`config.mk`:
```
export PLATFORM = sky130hd
export DESIGN_NAME = rx_frame_buffer
export DESIGN_NICKNAME = d
export VERILOG_FILES = /design/src/rtl/rx_pkg.sv /design/src/rtl/rx_frame_fifo.sv /design/src/rtl/rx_frame_buffer.sv
export SDC_FILE = /design/constraint.sdc
export NUM_CORES = 1
export LEC_CHECK = 0
export CAP_MARGIN = 30
export CORE_UTILIZATION = 60
export DETAILED_ROUTE_END_ITERATION = 7
export PLACE_DENSITY = 0.9
export SYNTH_ARGS = -nofsm -noshare
export SYNTH_HDL_FRONTEND = slang
export SYNTH_SLANG_ARGS = --single-unit
```
`constraint.sdc`:
```
create_clock -name clk -period 8.3 [get_ports clk]
set_input_delay 0.83 -clock clk [delete_from_list [all_inputs] [get_ports clk]]
set_output_delay 0.83 -clock clk [all_outputs]
set_load 0.01 [all_outputs]
```
`src/rtl/rx_pkg.sv`:
```
`default_nettype none
// ============================================================================
// Module      : rx_pkg
// Description : Shared definitions for the receive frame buffer. Holds the
//               frame classification codes, the frame-entry field layout,
//               the broadcast-ID test and a ceil(log2) helper.
// Revision    : 1.0 - initial release
// ============================================================================
package rx_pkg;

   // Outcome of classifying one frame event
   typedef enum logic [1:0] {
      CLS_OK  = 2'd0,
      CLS_CRC = 2'd1,
      CLS_ID  = 2'd2,
      CLS_OVF = 2'd3
   } rx_class_e;

   // Smallest r with 2**r >= value
   function automatic int clog2(input int value);
      int r;
      r = 0;
      while ((1 << r) < value) r = r + 1;
      return r;
   endfunction

   // Stored entry layout, MSB first: {dest_id, src_id, payload}
   function automatic int entry_w(input int id_w, input int payload_bytes);
      return 2 * id_w + payload_bytes * 8;
   endfunction

   function automatic int src_lsb(input int payload_bytes);
      return payload_bytes * 8;
   endfunction

   function automatic int dest_lsb(input int id_w, input int payload_bytes);
      return id_w + payload_bytes * 8;
   endfunction

   // Broadcast address is the all-ones ID of the given width
   function automatic logic is_bcast(input logic [31:0] id, input int id_w);
      logic [31:0] mask;
      mask = (32'h1 << id_w) - 32'h1;
      return (id & mask) == mask;
   endfunction

endpackage : rx_pkg
`default_nettype wire

```
`src/rtl/rx_frame_fifo.sv`:
```
`default_nettype none
// ============================================================================
// Module      : rx_frame_fifo
// Description : Synchronous DEPTH-entry FIFO holding complete frame entries.
//               A push into a full FIFO is accepted when a pop happens in the
//               same cycle; a pop on an empty FIFO is ignored.
// Revision    : 1.0 - initial release
// ============================================================================
module rx_frame_fifo
   import rx_pkg::*;
#(
   parameter int WIDTH = 36,
   parameter int DEPTH = 4
) (
   input  logic                   clk,
   input  logic                   rst,
   input  logic                   i_push,
   input  logic                   i_pop,
   input  logic [WIDTH-1:0]       i_wdata,
   output logic [WIDTH-1:0]       o_rdata,
   output logic [clog2(DEPTH):0]  o_count,
   output logic                   o_full,
   output logic                   o_empty
);

   localparam int               PTR_W   = clog2(DEPTH);
   localparam logic [PTR_W:0]   c_DEPTH = (PTR_W + 1)'(DEPTH);

   logic [WIDTH-1:0] r_mem [DEPTH];
   logic [PTR_W-1:0] r_wptr;
   logic [PTR_W-1:0] r_rptr;
   logic [PTR_W:0]   r_count;
   logic             w_do_push;
   logic             w_do_pop;

   assign o_empty   = (r_count == '0);
   assign o_full    = (r_count == c_DEPTH);
   assign o_count   = r_count;
   assign o_rdata   = r_mem[r_rptr];

   // A pop frees the tail slot, so a full FIFO can still take a push that cycle
   assign w_do_pop  = i_pop & ~o_empty;
   assign w_do_push = i_push & (~o_full | w_do_pop);

   // Pointer and occupancy update; pointers wrap naturally since DEPTH is 2**PTR_W
   always_ff @(posedge clk or posedge rst) begin
      if (rst) begin
         r_wptr  <= '0;
         r_rptr  <= '0;
         r_count <= '0;
      end else begin
         if (w_do_push) r_wptr <= r_wptr + 1'b1;
         if (w_do_pop)  r_rptr <= r_rptr + 1'b1;
         case ({w_do_push, w_do_pop})
            2'b10:   r_count <= r_count + 1'b1;
            2'b01:   r_count <= r_count - 1'b1;
            default: r_count <= r_count;
         endcase
      end
   end

   // Entry storage; contents are don't-care until written, so no reset
   always_ff @(posedge clk) begin
      if (w_do_push) r_mem[r_wptr] <= i_wdata;
   end

endmodule : rx_frame_fifo
`default_nettype wire

```
`src/rtl/rx_frame_buffer.sv`:
```
`default_nettype none
// ============================================================================
// Module      : rx_frame_buffer
// Description : Receive-side frame buffer. Detects frame-complete events,
//               filters on CRC and destination ID, queues accepted frames in
//               a FIFO and keeps saturating per-outcome statistics.
// Revision    : 1.0 - initial release
// ============================================================================
module rx_frame_buffer
   import rx_pkg::*;
#(
   parameter int ID_W          = 2,
   parameter int PAYLOAD_BYTES = 16,
   parameter int DEPTH         = 4,
   parameter int CNT_W         = 16,
   parameter int BCAST_EN      = 1
) (
   input  logic                              clk,
   input  logic                              rst,
   input  logic [ID_W-1:0]                   my_id,
   input  logic                              frame_valid,
   input  logic                              crc_error,
   input  logic [ID_W-1:0]                   dest_id,
   input  logic [ID_W-1:0]                   src_id,
   input  logic [PAYLOAD_BYTES*8-1:0]        payload,
   input  logic                              clear_stats,
   output logic                              out_valid,
   input  logic                              out_ready,
   output logic [ID_W-1:0]                   out_dest,
   output logic [ID_W-1:0]                   out_src,
   input  logic [clog2(PAYLOAD_BYTES)-1:0]   byte_sel,
   output logic [7:0]                        out_byte,
   output logic [clog2(DEPTH):0]             count,
   output logic                              full,
   output logic [CNT_W-1:0]                  cnt_ok,
   output logic [CNT_W-1:0]                  cnt_crc,
   output logic [CNT_W-1:0]                  cnt_id,
   output logic [CNT_W-1:0]                  cnt_ovf
);

   localparam int               EW        = entry_w(ID_W, PAYLOAD_BYTES);
   localparam int               DEST_LSB  = dest_lsb(ID_W, PAYLOAD_BYTES);
   localparam int               SRC_LSB   = src_lsb(PAYLOAD_BYTES);
   localparam logic [CNT_W-1:0] c_CNT_MAX = '1;

   logic                       r_fv_d;
   logic                       r_armed;
   logic [CNT_W-1:0]           r_cnt_ok;
   logic [CNT_W-1:0]           r_cnt_crc;
   logic [CNT_W-1:0]           r_cnt_id;
   logic [CNT_W-1:0]           r_cnt_ovf;

   logic                       w_event;
   logic                       w_pop;
   logic                       w_push;
   logic                       w_id_match;
   logic                       w_empty;
   rx_class_e                  w_class;
   logic [EW-1:0]              w_wdata;
   logic [EW-1:0]              w_rdata;
   logic [PAYLOAD_BYTES*8-1:0] w_head_payload;

   function automatic logic [CNT_W-1:0] sat_inc(input logic [CNT_W-1:0] v);
      return (v == c_CNT_MAX) ? v : v + 1'b1;
   endfunction

   // r_armed stays low after reset until frame_valid has been seen low, so a
   // level that was already high across reset release cannot fake a new frame
   assign w_event    = frame_valid & ~r_fv_d & r_armed;
   assign w_pop      = out_valid & out_ready;
   assign w_id_match = (dest_id == my_id) |
                       ((BCAST_EN != 0) & is_bcast(32'(dest_id), ID_W));
   assign w_push     = w_event & (w_class == CLS_OK);
   assign w_wdata    = {dest_id, src_id, payload};

   // Rising-edge detector for the frame-complete level
   always_ff @(posedge clk or posedge rst) begin
      if (rst) begin
         r_fv_d  <= 1'b0;
         r_armed <= 1'b0;
      end else begin
         r_fv_d <= frame_valid;
         if (!frame_valid) r_armed <= 1'b1;
      end
   end

   // Classify the current frame: CRC beats ID beats overflow
   always_comb begin
      w_class = CLS_OK;
      if (crc_error)
         w_class = CLS_CRC;
      else if (!w_id_match)
         w_class = CLS_ID;
      else if (full && !w_pop)
         w_class = CLS_OVF;
   end

   // Saturating statistics; a clear wins over a coincident event
   always_ff @(posedge clk or posedge rst) begin
      if (rst) begin
         r_cnt_ok  <= '0;
         r_cnt_crc <= '0;
         r_cnt_id  <= '0;
         r_cnt_ovf <= '0;
      end else if (clear_stats) begin
         r_cnt_ok  <= '0;
         r_cnt_crc <= '0;
         r_cnt_id  <= '0;
         r_cnt_ovf <= '0;
      end else if (w_event) begin
         case (w_class)
            CLS_OK:  r_cnt_ok  <= sat_inc(r_cnt_ok);
            CLS_CRC: r_cnt_crc <= sat_inc(r_cnt_crc);
            CLS_ID:  r_cnt_id  <= sat_inc(r_cnt_id);
            default: r_cnt_ovf <= sat_inc(r_cnt_ovf);
         endcase
      end
   end

   assign cnt_ok  = r_cnt_ok;
   assign cnt_crc = r_cnt_crc;
   assign cnt_id  = r_cnt_id;
   assign cnt_ovf = r_cnt_ovf;

   rx_frame_fifo #(
      .WIDTH (EW),
      .DEPTH (DEPTH)
   ) u_fifo (
      .clk     (clk),
      .rst     (rst),
      .i_push  (w_push),
      .i_pop   (w_pop),
      .i_wdata (w_wdata),
      .o_rdata (w_rdata),
      .o_count (count),
      .o_full  (full),
      .o_empty (w_empty)
   );

   // Head is driven only from stored state, never from the incoming frame
   assign out_valid      = ~w_empty;
   assign w_head_payload = w_rdata[PAYLOAD_BYTES*8-1:0];

   // Head frame view, forced to zero when nothing is stored
   always_comb begin
      out_dest = '0;
      out_src  = '0;
      out_byte = '0;
      if (out_valid) begin
         out_dest = w_rdata[DEST_LSB +: ID_W];
         out_src  = w_rdata[SRC_LSB +: ID_W];
         if (int'(byte_sel) < PAYLOAD_BYTES)
            out_byte = w_head_payload[{byte_sel, 3'b000} +: 8];
      end
   end

endmodule : rx_frame_buffer
`default_nettype wire

```
==> metrics.md, run 1 <==
| Metric | Value |
|---|---|
| Status | `completed` |
| FILL cells | `approximately 2.3k` |
| CTS sink count | `601` |
| Worst Setup End Kind | `primary output` |
| First-pass GRT wire length | `a little over 80 mm` |
| Core Util, Final | `0.7233` |
| Clock Latency Late Sink | `between 0.6 and 0.7 ns` |
| Initial DRC Count | `about 1.3k` |
| Top_reg_cell synth | `edfxtp_1` |
| Routed len/inst | `~27 um` |
| Clock buffer depth | `3` |
| Die footprint | `around 41000 um^2` |
| Post-Syn Nets | `approximately 1.4k` |
| Post-route ant nets | `0` |
| Slew Limit Headroom | `0.2921` |
| Mapped Avg Cell Area | `19.11 um^2` |
| Cts hold-fix bufs | `0` |
| Fin. max-slew vios | `0` |
| Layout cells sized above 1 | `0.1748` |
| Worst path slowest cell | `dfrtp_4` |
| Register area share after synthesis | `0.7315` |
| Netlist cell types | `64` |
| DR vias/cell | `between 6 and 7` |
| Detailed Routing Iterations Pass 1 | `8` |
| Final wirelength | `roughly 55 mm` |
| Initial antenna violation count | `2` |
| Buf/Inv on CP | `2` |
| Clock-pin slew on the worst setup and hold paths | `about 0.060 ns` |
| Max stage delay on crit path | `around 0.94 ns` |
| Die W | `about 200 um` |
| Worst endpoint data arrival time | `roughly 4.4 ns` |
| Fmax | `189.9 MHz` |
| P&R area growth vs syn | `18.88%` |
| Setup TNS | `0 ns` |
| WS Path Type | `reg2out` |
| Maximum vdd drop | `between 0.00015 and 0.0002 V` |
| Slew @ Worst Pin | `about 1.1 ns` |
| Final Hold Vio Count | `0` |
| PwrDens | `around 260 nW/um^2` |
| PortBufs | `roughly 220` |
| CTS tree | `built` |
| Synth Instances | `between 1k and 1.5k` |
| CP top delay family | `buffers and inverters` |
| Die H | `around 200 um` |
| Critical path peak fanout | `40` |
| Synthesis-stage register bit count | `approximately 600` |
| Hold WC Path Type | `reg2reg` |
| Final RePlAce weighted congestion | `about 0.83` |
| Final setup vio count | `0` |
| Post-synthesis async set-or-reset flop share | `0.1215` |
| # DRC | `0` |
| Post-CTS sizing | `0` |
| Clock skew | `0.02901 ns` |
| Gr usage total | `0.2754` |
| Root buf cell | `clkbuf_16` |
| Number of synthesized flops with an enable pin | `~530` |
| Post-CTS Setup Bufs | `0` |
| Vias | `13.22k` |
| Core area | `39730 um^2` |
| Leak pwr | `about 9.6 nW` |
| Clock period minus worst slack | `5.267 ns` |
| GRT overflow | `0` |
| H-tree Lvls | `2` |
| Tcrit/Tclk final | `0.6345` |
| HPWL Detailed | `around 34 mm` |
| NumNets Final | `between 1.5k and 2k` |
| Syn. warnings | `0` |
| # IOs | `between 200 and 250` |
| Crit path cell chain | `buf_4 -> mux4_2 -> o311ai_0 -> a221oi_1 -> a41o_1 -> clkdlybuf4s50_1` |
| Total CTS buffers | `57` |
| Mapped Area | `between 20000 and 25000 um^2` |
| Pin count of the biggest net entering global routing | `74` |
| Worst EP required | `between 7 and 8 ns` |
| Crit start category | `flop` |
| Rows | `73` |
| Unrepaired setup endpoints after global routing | `false` |
| Initial Util | `0.6084` |
| Max cap viols | `0` |
| Vias in the first global route | `~13k` |
path summary, 6_finish.rpt:
| kind | startpoint | endpoint | slack, ns | depth (start not counted) |
|---|---|---|---|---|
| max in group asynchronous | rst | u_fifo.r_rptr[0]$_DFFE_PP0P_ | 6.73 | 3 |
| setup / recovery | u_fifo.r_rptr[0]$_DFFE_PP0P_ | out_byte[3] | 3.03 | 6 |
| min in group asynchronous | rst | cnt_crc[5]$_DFFE_PP0P_ | 0.83 | 3 |
| hold reg to reg | r_armed$_DFFE_PP0N_ | r_armed$_DFFE_PP0N_ | 0.51 | 1 |
| setup reg to reg | u_fifo.o_count[2]$_DFFE_PP0P_ | u_fifo.r_mem[1][109]$_DFFE_PP_ | 4.58 | 5 |
| hold / removal | r_armed$_DFFE_PP0N_ | r_armed$_DFFE_PP0N_ | 0.51 | 1 |
metrics by stage:
| step | setup WS, ns | hold WS [ns] | area, um^2 | cells | total power, mW |
|---|---|---|---|---|---|
| after CTS | 2.938 | 0.5083 | 28720 | 2080 | 7.617 |
| final | 3.033 | 0.5050 | 28740 | 2083 | 7.577 |
| after floorplan | 3.046 | 0.4570 | 24170 | 1265 | 4.613 |
| after global routing | 2.793 | 0.5420 | 28730 | 2081 | 7.821 |
| after detailed placement | 3.516 | 0.4934 | 26870 | 1974 | 5.052 |
| after global placement | 3.556 | 0.4734 | 26850 | 1972 | 5.014 |
kinds of logic after synthesis:
family | after synthesis | share of synthesized area
mux | 179 | 0.1426
simple gates | 277 | 0.06242
fa+ha+maj | 10 | 0.005487
flops | 601 | 0.7315
xor+xnor | 61 | 0.02210
compound gates | 65 | 0.01926
buf+inv | 72 | 0.01667
area by class of cell:
| cell class | instances | area (um^2) | share of cell area |
|---|---|---|---|
| clock inverters | 35 | 329.1 | 0.01145 |
| repair buffers | 244 | 2389 | 0.08312 |
| flip-flops and latches | 601 | 17690 | 0.6156 |
| diodes | 2 | 5.005 | 0.0001742 |
| multi-input cells | 592 | 6097 | 0.2122 |
| inverters | 13 | 48.80 | 0.001698 |
| clock buffers | 71 | 1521 | 0.05295 |
| well taps | 525 | 656.9 | 0.02286 |
routing by layer:
layer / GRT usage / vias up / share of wire
li1: - / 5565 / -
met1: 0.3599 / 6733 / 0.37
met2: 0.4634 / 792 / 0.51
met3: 0.06067 / 130 / 0.089
met4: 0.09076 / 2 / 0.032
met5: 0 / - / 0.00020
placed cells by master (no fill, tap or decap), types with 14 or more instances in the layout:
cell type / instances
edfxtp_1: 528
clkdlybuf4s50_1: 222
mux4_2: 132
nor2_1: 77
dfrtp_1: 71
clkbuf_16: 59
nand2_1: 53
mux2i_1: 45
nand3_1: 35
xnor2_1: 33
xor2_1: 28
buf_4: 20
nand4_1: 17
nor3_1: 15
clkinv_2: 14
flip-flops by register name (all words and copies together) (netlist names):
name,count
u_fifo.r_mem,528
cnt_crc,16
cnt_id,16
cnt_ok,16
cnt_ovf,16
u_fifo.o_count,3
u_fifo.r_rptr,2
u_fifo.r_wptr,2
r_armed,1
r_fv_d,1
where the power goes:
group / switching (mW) / internal (mW) / total (mW)
Sequential: 0.143 / 3.38 / 3.52
Clock: 1.11 / 1.46 / 2.57
Combinational: 0.703 / 0.779 / 1.48
cells in the mapped netlist, types with 8 or more instances:
master | number | share of area
nand4_1 | 17 | 0.0044
and3_1 | 9 | 0.0023
nor2_1 | 77 | 0.012
mux4_2 | 132 | 0.12
edfxtp_1 | 528 | 0.66
buf_2 | 19 | 0.0039
mux2i_1 | 45 | 0.019
buf_4 | 11 | 0.0034
ha_1 | 9 | 0.0047
and2_1 | 14 | 0.0036
nand2_1 | 53 | 0.0082
xnor2_1 | 33 | 0.012
nand3_1 | 35 | 0.0072
dfrtp_1 | 73 | 0.076
a22oi_1 | 8 | 0.0025
nor2b_1 | 8 | 0.0021
clkbuf_1 | 20 | 0.0031
xor2_1 | 28 | 0.010
inv_1 | 12 | 0.0019
a21oi_1 | 8 | 0.0017
o22ai_1 | 10 | 0.0026
buf_6 | 9 | 0.0042
nor3_1 | 15 | 0.0031
No activity file was read; power rests on OpenSTA's default activity.
==> run 2, diff against run 1 <==
- CORE_UTILIZATION: 60 -> 52
- PLACE_DENSITY: 0.9 -> 0.83
- clock period: 8.3 -> 4.35 ns (I/O delays scaled with it)
==> run 2 against run 1 <==
- combinational power increased by 99%
- highest routed layer unchanged
- global-route usage decreased by 4.5 points
- power increased by 97%
==> metrics.md, run 2 (synthesis results as in run 1) <==
| Metric | Value |
|---|---|
| Layout cells sized above 1 | `0.1826 (+0.007763)` |
| WS Path Type | `reg2out` |
| GRT overflow | `0 (unchanged)` |
| Final Hold Vio Count | `0 (unchanged)` |
| GRT busiest layer | `met2` |
| Crit start category | `flop` |
| Final Non-Filler Cells | `2177 (+4.5%)` |
| P&R area growth vs syn | `21.10%` |
| Fin worst setup slack | `0.1811 ns (-2.852 ns)` |
| Max cap viols | `0 (unchanged)` |
| Clock period minus worst slack | `4.169 ns` |
| Design area | `29270 um^2 (+1.9%)` |
| GR Util met2 | `0.3673 (-0.09613)` |
| Tcrit/Tclk final | `0.9584` |
| Vias | `13.07k (-1.1%)` |
| Leak pwr | `9.746 nW (+2.0%)` |
| Gr usage total | `0.2308 (-0.04459)` |
| Minimum hold slack | `0.2375 ns (-0.2675 ns)` |
| Slew Limit Headroom | `0.3910 (+0.09888)` |
| First-pass GRT wire length | `81.32 mm (-2.1%)` |
| Status | `completed` |
| Final RePlAce weighted congestion | `0.8304 (about the same)` |
| Fin. max-slew vios | `0 (unchanged)` |
| CTS sink count | `601 (unchanged)` |
| Vias in the first global route | `13.39k (-0.34%)` |
| # DRC | `0 (unchanged)` |
| Post-route ant nets | `0 (unchanged)` |
| Most common cell after layout, fill and taps aside | `edfxtp_1` |
| # IOs | `225 (unchanged)` |
| H-tree Lvls | `2 (unchanged)` |
| Die H | `217.6 um (+7.3%)` |
| Rows | `78 (+6.8%)` |
| Clock skew | `0.01411 ns (-0.01490 ns)` |
| Clock buffer depth | `3 (unchanged)` |
| GR Util met3 | `0.04393 (-0.01674)` |
| Worst Setup End Kind | `primary output` |
| Largest register FFs | `528 (unchanged)` |
| Routed len/inst | `24.64 um (-7.3%)` |
| Die W | `217.6 um (+7.3%)` |
| Top reg by flops | `u_fifo.r_mem` |
| Core area | `45580 um^2 (+15%)` |
| Die footprint | `47350 um^2 (+15%)` |
| HPWL Detailed | `34.14 mm (+1.5%)` |
| Instance area after placement | `27220 um^2 (+1.3%)` |
| Most frequent cells in the layout | `edfxtp_1, clkdlybuf4s50_1, mux4_2` |
| Hold WC Path Type | `in2reg` |
| Slew @ Worst Pin | `0.9135 ns (-0.1404 ns)` |
| Critical path peak fanout | `51 (+28%)` |
| DR vias/cell | `6.004 (-5.4%)` |
| CTS tree | `built` |
| Initial antenna violation count | `6 (+4)` |
| Met1 Usage GRT | `0.3183 (-0.04154)` |
| Pin count of the biggest net entering global routing | `52 (-30%)` |
| Detailed Routing Iterations Pass 1 | `6 (-2)` |
| Final wirelength | `53.64 mm (-3.2%)` |
| Post-CTS sizing | `0 (unchanged)` |
| Worst EP required | `3.91 ns (-3.56 ns)` |
| Fmax | `239.9 MHz` |
| Post-Place Setup Slack | `0.8370 ns (-2.679 ns)` |
| Clock Latency Late Sink | `0.62 ns (about the same)` |
| PwrDens | `510.0 nW/um^2 (+93%)` |
| Cts hold-fix bufs | `0 (unchanged)` |
| FILL cells | `2976 (+32%)` |
| Maximum vdd drop | `0.0003915 V (+97%)` |
| Initial Util | `0.5304 (-0.07801)` |
| Placed cell count | `2062 (+4.5%)` |
| Clock-pin slew on the worst setup and hold paths | `0.06 ns (about the same)` |
| Total CTS buffers | `58 (+1.8%)` |
| Setup TNS | `0 ns (unchanged)` |
| Post-CTS Setup Bufs | `0 (unchanged)` |
| PortBufs | `224 (unchanged)` |
| NumNets Final | `1676 (+0.78%)` |
| Worst endpoint data arrival time | `3.73 ns (-0.71 ns)` |
| Final setup vio count | `0 (unchanged)` |
| Root buf cell | `clkbuf_16` |
| Unrepaired setup endpoints after global routing | `false` |
| Initial DRC Count | `1244 (-4.3%)` |
-- run 2: changes by cell type in the layout (fill, tap and decap cells not counted), sizes merged --
| cell | change |
|---|---|
| clkinv | -5 |
| inv | +4 |
| clkinvlp | -2 |
| clkbuf | +3 |
| buf | +12 |
| bufinv | +4 |
| diode | +3 |
-- run 2: metal layers --
| layer | vias up | part of all wire |
|---|---|---|
| li1 | 5606 | - |
| met1 | 6713 | 0.40 |
| met2 | 625 | 0.49 |
| met3 | 120 | 0.081 |
| met4 | 6 | 0.030 |
| met5 | - | 0.00084 |
-- run 2: path summary, 6_finish.rpt --
path                       slack, ns  cells past startpoint                              to                          start
min in group asynchronous       0.26                      2          cnt_crc[2]$_DFFE_PP0P_                            rst
setup reg to reg                1.52                      6  u_fifo.r_mem[3][131]$_DFFE_PP_  u_fifo.o_count[2]$_DFFE_PP0P_
max in group asynchronous       3.08                      3          cnt_ovf[2]$_DFFE_PP0P_                            rst
hold / removal                  0.24                      2          cnt_crc[9]$_DFFE_PP0P_                    clear_stats
setup / recovery                0.18                      7                     out_byte[6]   u_fifo.r_rptr[1]$_DFFE_PP0P_
hold reg to reg                 0.49                      1             r_armed$_DFFE_PP0N_            r_armed$_DFFE_PP0N_
-- run 2: critical path: stages, from the launching register on --
cell and delay, ns:
dfrtp_4 1.01, buf_4 0.53, mux4_2 0.37, mux2i_1 0.31, a22oi_1 0.16, nand3_1 0.13, nand2_1 0.08, clkdlybuf4s50_1 0.48
-- run 2: stage by stage --
stage	utilization	power [mW]
detailed placement	0.5973	9.765
floorplan	-	8.792
global route	0.6422	15.43
CTS	0.6420	15.06
finish	0.6423	14.93
global placement	0.5970	9.691
-- run 2: cell type report --
| type | count | area [um^2] | share of cell area |
|---|---|---|---|
| antenna | 5 | 12.51 | 0.0004274 |
| clock buffer | 74 | 1605 | 0.05484 |
| clock inverter | 36 | 430.4 | 0.01470 |
| inverter | 13 | 48.80 | 0.001667 |
| multi-input combinational | 592 | 6097 | 0.2083 |
| sequential | 601 | 17690 | 0.6043 |
| tap | 600 | 750.7 | 0.02565 |
| timing repair buffer | 256 | 2638 | 0.09010 |
-- run 2: power by group --
part           switching [mW]  total (mW)  internal [mW]
combinational            1.39        2.95           1.56
clock                    2.13        5.29           3.15
sequential              0.241        6.69           6.45
total                    3.77        14.9           11.2
==> run 3, diff against run 2 <==
- CAP_MARGIN: 30 -> 20
- CORE_MARGIN: default -> 4
==> run 3 against run 2 <==
- first-iteration DRC count up 20%
- clock skew decreased by 0.0011 ns
- die area up 5.6%
- final area about the same
- final cell count shrank 0.32%
- power grew 0.11%
- combinational power increased by 3%
- count of clock-buffer cells in the layout increased by 2
- maximum frequency increased by 2.3%
- critical path depth down 1
- register-to-register slack better by 0.09 ns
- sequential power decreased by 0.6%
- largest cell class unchanged
- highest routed layer unchanged
==> metrics.md, run 3 (synthesis results as in run 1) <==
| Metric | Value |
|---|---|
| Design Power | `14.94 mW (+0.11%)` |
| Initial antenna violation count | `13 (+7)` |
| Fin. max-slew vios | `0 (unchanged)` |
| Post-CTS Setup Bufs | `0 (unchanged)` |
| Routed len/inst | `24.95 um (+1.3%)` |
| Tcrit/Tclk final | `0.9371 (-0.02128)` |
| Sw Ratio | `0.2535 (+0.001221)` |
| Met1 Usage GRT | `0.2943 (-0.02408)` |
| Die footprint | `50000 um^2 (+5.6%)` |
| GR Util met2 | `0.3414 (-0.02594)` |
| DR vias/cell | `5.994 (-0.16%)` |
| Largest register FFs | `528 (unchanged)` |
| Worst path slowest cell | `dfrtp_4` |
| Die W | `223.6 um (+2.8%)` |
| Fin worst setup slack | `0.2736 ns (+0.09257 ns)` |
| H-tree Lvls | `2 (unchanged)` |
| Vias | `13.01k (-0.48%)` |
| # DRC | `0 (unchanged)` |
| Placed cell count | `2056 (-0.29%)` |
| Cts hold-fix bufs | `0 (unchanged)` |
| Most common cell after layout, fill and taps aside | `edfxtp_1` |
| Total CTS buffers | `60 (+3.4%)` |
| Detailed Routing Iterations Pass 1 | `5 (-1)` |
| Maximum vdd drop | `0.0003476 V (-11%)` |
| Crit path cell chain | `buf_12 -> mux4_2 -> o311ai_1 -> a221oi_1 -> a41o_1 -> clkdlybuf4s50_1` |
| Final Hold Vio Count | `0 (unchanged)` |
| Post-Place Setup Slack | `0.8432 ns (+0.006188 ns)` |
| Fmax | `245.3 MHz (+2.3%)` |
| Clock share of power | `0.352 (-0.002)` |
| Clock period minus worst slack | `4.076 ns (-0.09257 ns)` |
| Slew @ Worst Pin | `0.9681 ns (+0.05461 ns)` |
| Layout cells sized above 1 | `0.1814 (-0.001216)` |
| Design area | `29260 um^2 (about the same)` |
| Die H | `223.6 um (+2.8%)` |
| Comb pwr share | `0.203 (+0.006)` |
| Sw power | `3.789 mW (+0.59%)` |
| P&R area growth vs syn | `21.03% (about the same)` |
| GRT busiest layer | `met2` |
| Final setup vio count | `0 (unchanged)` |
| CTS tree | `built` |
| Buf/Inv on CP | `2 (unchanged)` |
| Worst EP required | `3.91 ns (about the same)` |
| CP top delay family | `compound AO/OA/AOI/OAI gates` |
| Post-route ant nets | `0 (unchanged)` |
| PwrDens | `510.8 nW/um^2 (+0.16%)` |
| Clock skew | `0.01305 ns (-0.001064 ns)` |
| NumNets Final | `1673 (-0.18%)` |
| Vias in the first global route | `13.20k (-1.4%)` |
| # IOs | `225 (unchanged)` |
| CTS sink count | `601 (unchanged)` |
| Initial Util | `0.5292 (-0.001133)` |
| Setup TNS | `0 ns (unchanged)` |
| Critical path peak fanout | `39 (-24%)` |
| Unrepaired setup endpoints after global routing | `false` |
| Hold WC Path Type | `in2async` |
| Clock-pin slew on the worst setup and hold paths | `0.06 ns (about the same)` |
| Power Internal | `11.15 mW (about the same)` |
| HPWL Detailed | `34.67 mm (+1.6%)` |
| Pin count of the biggest net entering global routing | `99 (+90%)` |
| Max stage delay on crit path | `0.80 ns (-0.21 ns)` |
| R2R setup slack | `1.61 ns (+0.09 ns)` |
| Gr usage total | `0.2134 (-0.01736)` |
| Max cap viols | `0 (unchanged)` |
| Rows | `78 (unchanged)` |
| Core Util, Final | `0.6405 (-0.001728)` |
| Sequential share of power | `0.445 (-0.003)` |
| Final Non-Filler Cells | `2170 (-0.32%)` |
| Most frequent cells in the layout | `edfxtp_1, clkdlybuf4s50_1, mux4_2` |
| Final wirelength | `54.14 mm (+0.93%)` |
| Worst endpoint data arrival time | `3.64 ns (-0.09 ns)` |
| Status | `completed` |
| Clock Latency Late Sink | `0.61 ns (about the same)` |
| Leak pwr | `9.734 nW (-0.12%)` |
| Core area | `45670 um^2 (+0.21%)` |
| PortBufs | `224 (unchanged)` |
| Post-CTS sizing | `0 (unchanged)` |
| Worst Setup End Kind | `primary output` |
| Instance area after placement | `27190 um^2 (-0.12%)` |
| WS Path Type | `reg2out` |
| Final RePlAce weighted congestion | `0.8981 (+8.2%)` |
| Top reg by flops | `u_fifo.r_mem` |
| Root buf cell | `clkbuf_16` |
| Clock buffer depth | `3 (unchanged)` |
| Initial DRC Count | `1490 (+20%)` |
| GR Util met3 | `0.05845 (+0.01451)` |
| Crit start category | `flop` |
| Minimum hold slack | `0.1378 ns (-0.09972 ns)` |
| GRT overflow | `0 (unchanged)` |
| First-pass GRT wire length | `81.43 mm (+0.14%)` |
| Slew Limit Headroom | `0.3522 (-0.03879)` |
run 3: cell count changes in the layout (fill, tap and decap cells not counted), sizes merged:
cell    change
inv         -1
clkinv      -1
buf         -5
clkbuf      +2
bufinv      -1
diode       -1
run 3: cell type report:
| type | instances | area, um^2 |
|---|---|---|
| diodes | 4 | 10.01 |
| clock buffers | 76 | 1612 |
| clock inverters | 33 | 435.4 |
| fillers | 3002 | 16420 |
| inverters | 13 | 48.80 |
| multi-input cells | 592 | 6097 |
| flip-flops and latches | 601 | 17690 |
| well taps | 600 | 750.7 |
| repair buffers | 251 | 2613 |
run 3: path summary, 6_finish.rpt:
check | startpoint | endpoint | depth (start not counted)
setup reg to reg | u_fifo.o_count[2]$_DFFE_PP0P_ | u_fifo.r_mem[3][28]$_DFFE_PP_ | 5
hold / removal | rst | cnt_crc[10]$_DFFE_PP0P_ | 2
setup / recovery | u_fifo.r_rptr[1]$_DFFE_PP0P_ | out_byte[3] | 6
min in group clk | frame_valid | r_fv_d$_DFF_PP0_ | 1
max in group asynchronous | rst | u_fifo.r_rptr[1]$_DFFE_PP0P_ | 3
hold reg to reg | r_armed$_DFFE_PP0N_ | r_armed$_DFFE_PP0N_ | 1
run 3: power by group through the flow:
stage	Combinational (mW)	Clock, mW	Sequential, mW
after global placement	2.97	0	6.76
after global routing	3.24	5.61	6.67
final	3.03	5.26	6.65
after CTS	3.06	5.34	6.66
after floorplan	2.17	0	6.63
after detailed placement	3.03	0	6.78
run 3: worst reg2reg max path: cells and delay by family, from the launching register on:
| family | cells | cell delay (ns) |
|---|---|---|
| buf+inv | 1 | 0.40 |
| simple gates | 4 | 1.54 |
| flops | 1 | 0.41 |
run 3: routing by layer:
layer | up-vias | share of wire
met2 | 601 | 0.49
met5 | - | 0.0021
li1 | 5593 | -
met1 | 6690 | 0.39
met3 | 105 | 0.098
met4 | 18 | 0.023
==> patch (config.mk and constraints of run 2) <==
Reset style: synchronous (`rst`), changed in 3 clocked blocks.
--- a/src/rtl/rx_frame_fifo.sv
+++ b/src/rtl/rx_frame_fifo.sv
@@ -44,5 +44,5 @@
 
    // Pointer and occupancy update; pointers wrap naturally since DEPTH is 2**PTR_W
-   always_ff @(posedge clk or posedge rst) begin
+   always_ff @(posedge clk) begin
       if (rst) begin
          r_wptr  <= '0;
--- a/src/rtl/rx_frame_buffer.sv
+++ b/src/rtl/rx_frame_buffer.sv
@@ -75,5 +75,5 @@
 
    // Rising-edge detector for the frame-complete level
-   always_ff @(posedge clk or posedge rst) begin
+   always_ff @(posedge clk) begin
       if (rst) begin
          r_fv_d  <= 1'b0;
@@ -97,5 +97,5 @@
 
    // Saturating statistics; a clear wins over a coincident event
-   always_ff @(posedge clk or posedge rst) begin
+   always_ff @(posedge clk) begin
       if (rst) begin
          r_cnt_ok  <= '0;
Check against the original RTL: differs if rst is asserted again (counterexample within 4 cycles, from zero or initial values and one cycle with rst high); with rst held inactive, the same outputs for 4 cycles.
==> patch against run 2 <==
- routed wire length is 3.7% higher
- area after synthesis is 0.71% lower
- cell count is 1.7% higher
- hold slack better by 190 ps
- design area is 0.81% lower
- critical path depth is 1 lower
- utilization is 0.38 points lower
- worst setup slack better by 150 ps
- sequential cell count is 2 higher
- largest cell class unchanged
- highest routed layer unchanged
Power is not compared: it rests on default switching activity, and its combinational part moved more than twofold at a synthesized area within 25%.
==> patch: results (changes against run 2) <==
| Metric | Value |
|---|---|
| Outcome | `completed (unchanged)` |
| TritonRoute pass-1 iters | `7 (was 6)` |
| Register area share after synthesis | `72.3% (was 73.2%)` |
| DR iter-0 viols | `1494 (was 1244)` |
| Max Root-Sink Buffers | `3 (unchanged)` |
| Post-synthesis mux area share | `14.9% (was 14.3%)` |
| GRT Overall Usage | `23.7% (was 23.1%)` |
| Post-synth top cells | `edfxtp_1 (528), mux4_2 (136), dfxtp_1 (75) (was edfxtp_1 (528), mux4_2 (132), nor2_1 (77))` |
| Register area | `17400 µm² (was 17700 µm²)` |
| Hold path startpoint | `payload[85] (was clear_stats)` |
| I/O Buffers | `224 (unchanged)` |
| Worst hold slack | `430 ps (was 238 ps)` |
| Via count | `13800 (was 13100)` |
| CTS buffer count | `58 (unchanged)` |
| DP Worst Slack | `775 ps (was 837 ps)` |
| Worst VDD drop | `0.355 mV` |
| Critical Path Fanout Max | `32 (was 51)` |
| Clock latency on the worst-skew pair | `640 ps (was 620 ps)` |
| Maximum clock frequency | `249 MHz (was 240 MHz)` |
| First-pass GRT wire length | `83.2 mm (was 81.3 mm)` |
| WL final | `55.6 mm (was 53.6 mm)` |
| Asr flop ratio synth | `0% (was 12.1%)` |
| Syn Nets | `1463 (was 1419)` |
| Post-CTS Resized | `0 (unchanged)` |
| Warnings, synthesis | `0 (unchanged)` |
| Critical path arrival | `3590 ps (was 3730 ps)` |
| Hold WC Path Type | `primary input to register (unchanged)` |
| Area of placed instances | `27100 µm² (was 27200 µm²)` |
| Reg-to-reg critical path startpoint | `u_fifo.o_count[2] (unchanged)` |
| CTS H-tree lvls | `2 (unchanged)` |
| Max reg flops | `528 (unchanged)` |
| Compound-Gate Fraction of Synth Area | `4.16% (was 1.93%)` |
| Detailed placement HPWL | `35.2 mm (was 34.1 mm)` |
| Setup repair bufs after CTS | `0 (unchanged)` |
| Layout Nets | `1708 (was 1676)` |
| Post-Synth XOR/XNOR Area | `0.438% (was 2.21%)` |
| Worst Skew | `46.7 ps (was 14.1 ps)` |
| Post-synth EDFFs | `528 (unchanged)` |
| P_leak | `about 9 nW` |
| CP Launch Type | `register (unchanged)` |
| Layout cells sized above 1 | `17.3% (was 18.3%)` |
| Post-synthesis adder-cell area fraction | `0.553% (was 0.549%)` |
| Yosys cell types | `65 (was 64)` |
| Initial antenna violation count | `11 (was 6)` |
| Clock transition at the registers of the reported paths | `60 ps (about the same)` |
| Top reg by flops | `u_fifo.r_mem (unchanged)` |
| Synth top area cells | `edfxtp_1 (66%), mux4_2 (13%), dfxtp_1 (6.3%) (was edfxtp_1 (66%), mux4_2 (12%), dfrtp_1 (7.6%))` |
| Root buffer cell | `clkbuf_16 (unchanged)` |
| GPL Wtd Cong | `0.853 (was 0.830)` |
| Max_slew headroom | `38.4% (was 39.1%)` |
| Largest net degree at the start of global routing | `69 (was 52)` |
| Fill count | `3023 (was 2976)` |
| R2r setup slk | `1300 ps (was 1520 ps)` |
-- patch: cell types whose count changed after synthesis, moves of 26 or more --
cell	run 2	this run
dfxtp_1	0	75
xnor2_1	33	6
or3_1	2	28
nor2_1	77	35
dfrtp_1	73	0
a21oi_1	8	35
-- patch: final timing paths --
check,end,depth (start not counted)
min reg2reg,r_armed,2
min,u_fifo.r_mem[1][85],1
max reg2reg,u_fifo.o_count[2],11
max,out_byte[5],6
-- patch: worst max-delay path: stages (launching register included) --
cell,delay (ps)
dfxtp_4,700
buf_4,540
mux4_2,380
o22ai_1,220
o21ai_0,230
a32o_1,380
clkdlybuf4s50_1,500
-- patch: area by class of cell --
cell class	instances	share of cell area, %
tap	600	2.59
multi-input combinational	622	21.7
timing repair buffer	254	9.16
inverter	15	0.194
clock inverter	45	1.35
clock buffer	65	5.16
antenna	9	0.0776
sequential	603	59.8
-- patch: cell families (layout without fill, tap and decap cells) --
family / after synthesis / in the layout
other: 0 / 9
xor gates and xnor gates: 12 / 12
AOI/OAI and AO/OA: 149 / 149
and+or+nand+nor: 263 / 263
DFF: 603 / 603
adders and majority gates: 10 / 10
muxes: 188 / 188
buffers and inverters: 84 / 379
-- patch: per-stage QoR --
step | cells | total power [W]
finish | 2213 | 0.0118
global route | 2208 | 0.0122
CTS | 2203 | 0.0119
detailed placement | 2093 | 0.00698
global placement | 2092 | 0.00696
floorplan | 1309 | 0.00669
-- patch: where the power goes --
group / leakage, nW / switching (W) / total [W] / internal (W)
sequential: 5.36 / 0.0000161 / 0.00632 / 0.00630
combinational: 2.59 / 0.000268 / 0.000545 / 0.000276
clock: 0.931 / 0.00219 / 0.00498 / 0.00279
-- patch: metal layers --
metal | up-vias | GRT usage [%] | share of wire, %
li1 | 5903 | - | -
met1 | 7028 | 30.7 | 38
met3 | 106 | 5.41 | 8.6
met4 | 6 | 7.75 | 2.5
met5 | - | 0 | 0.074
met2 | 716 | 39.6 | 51
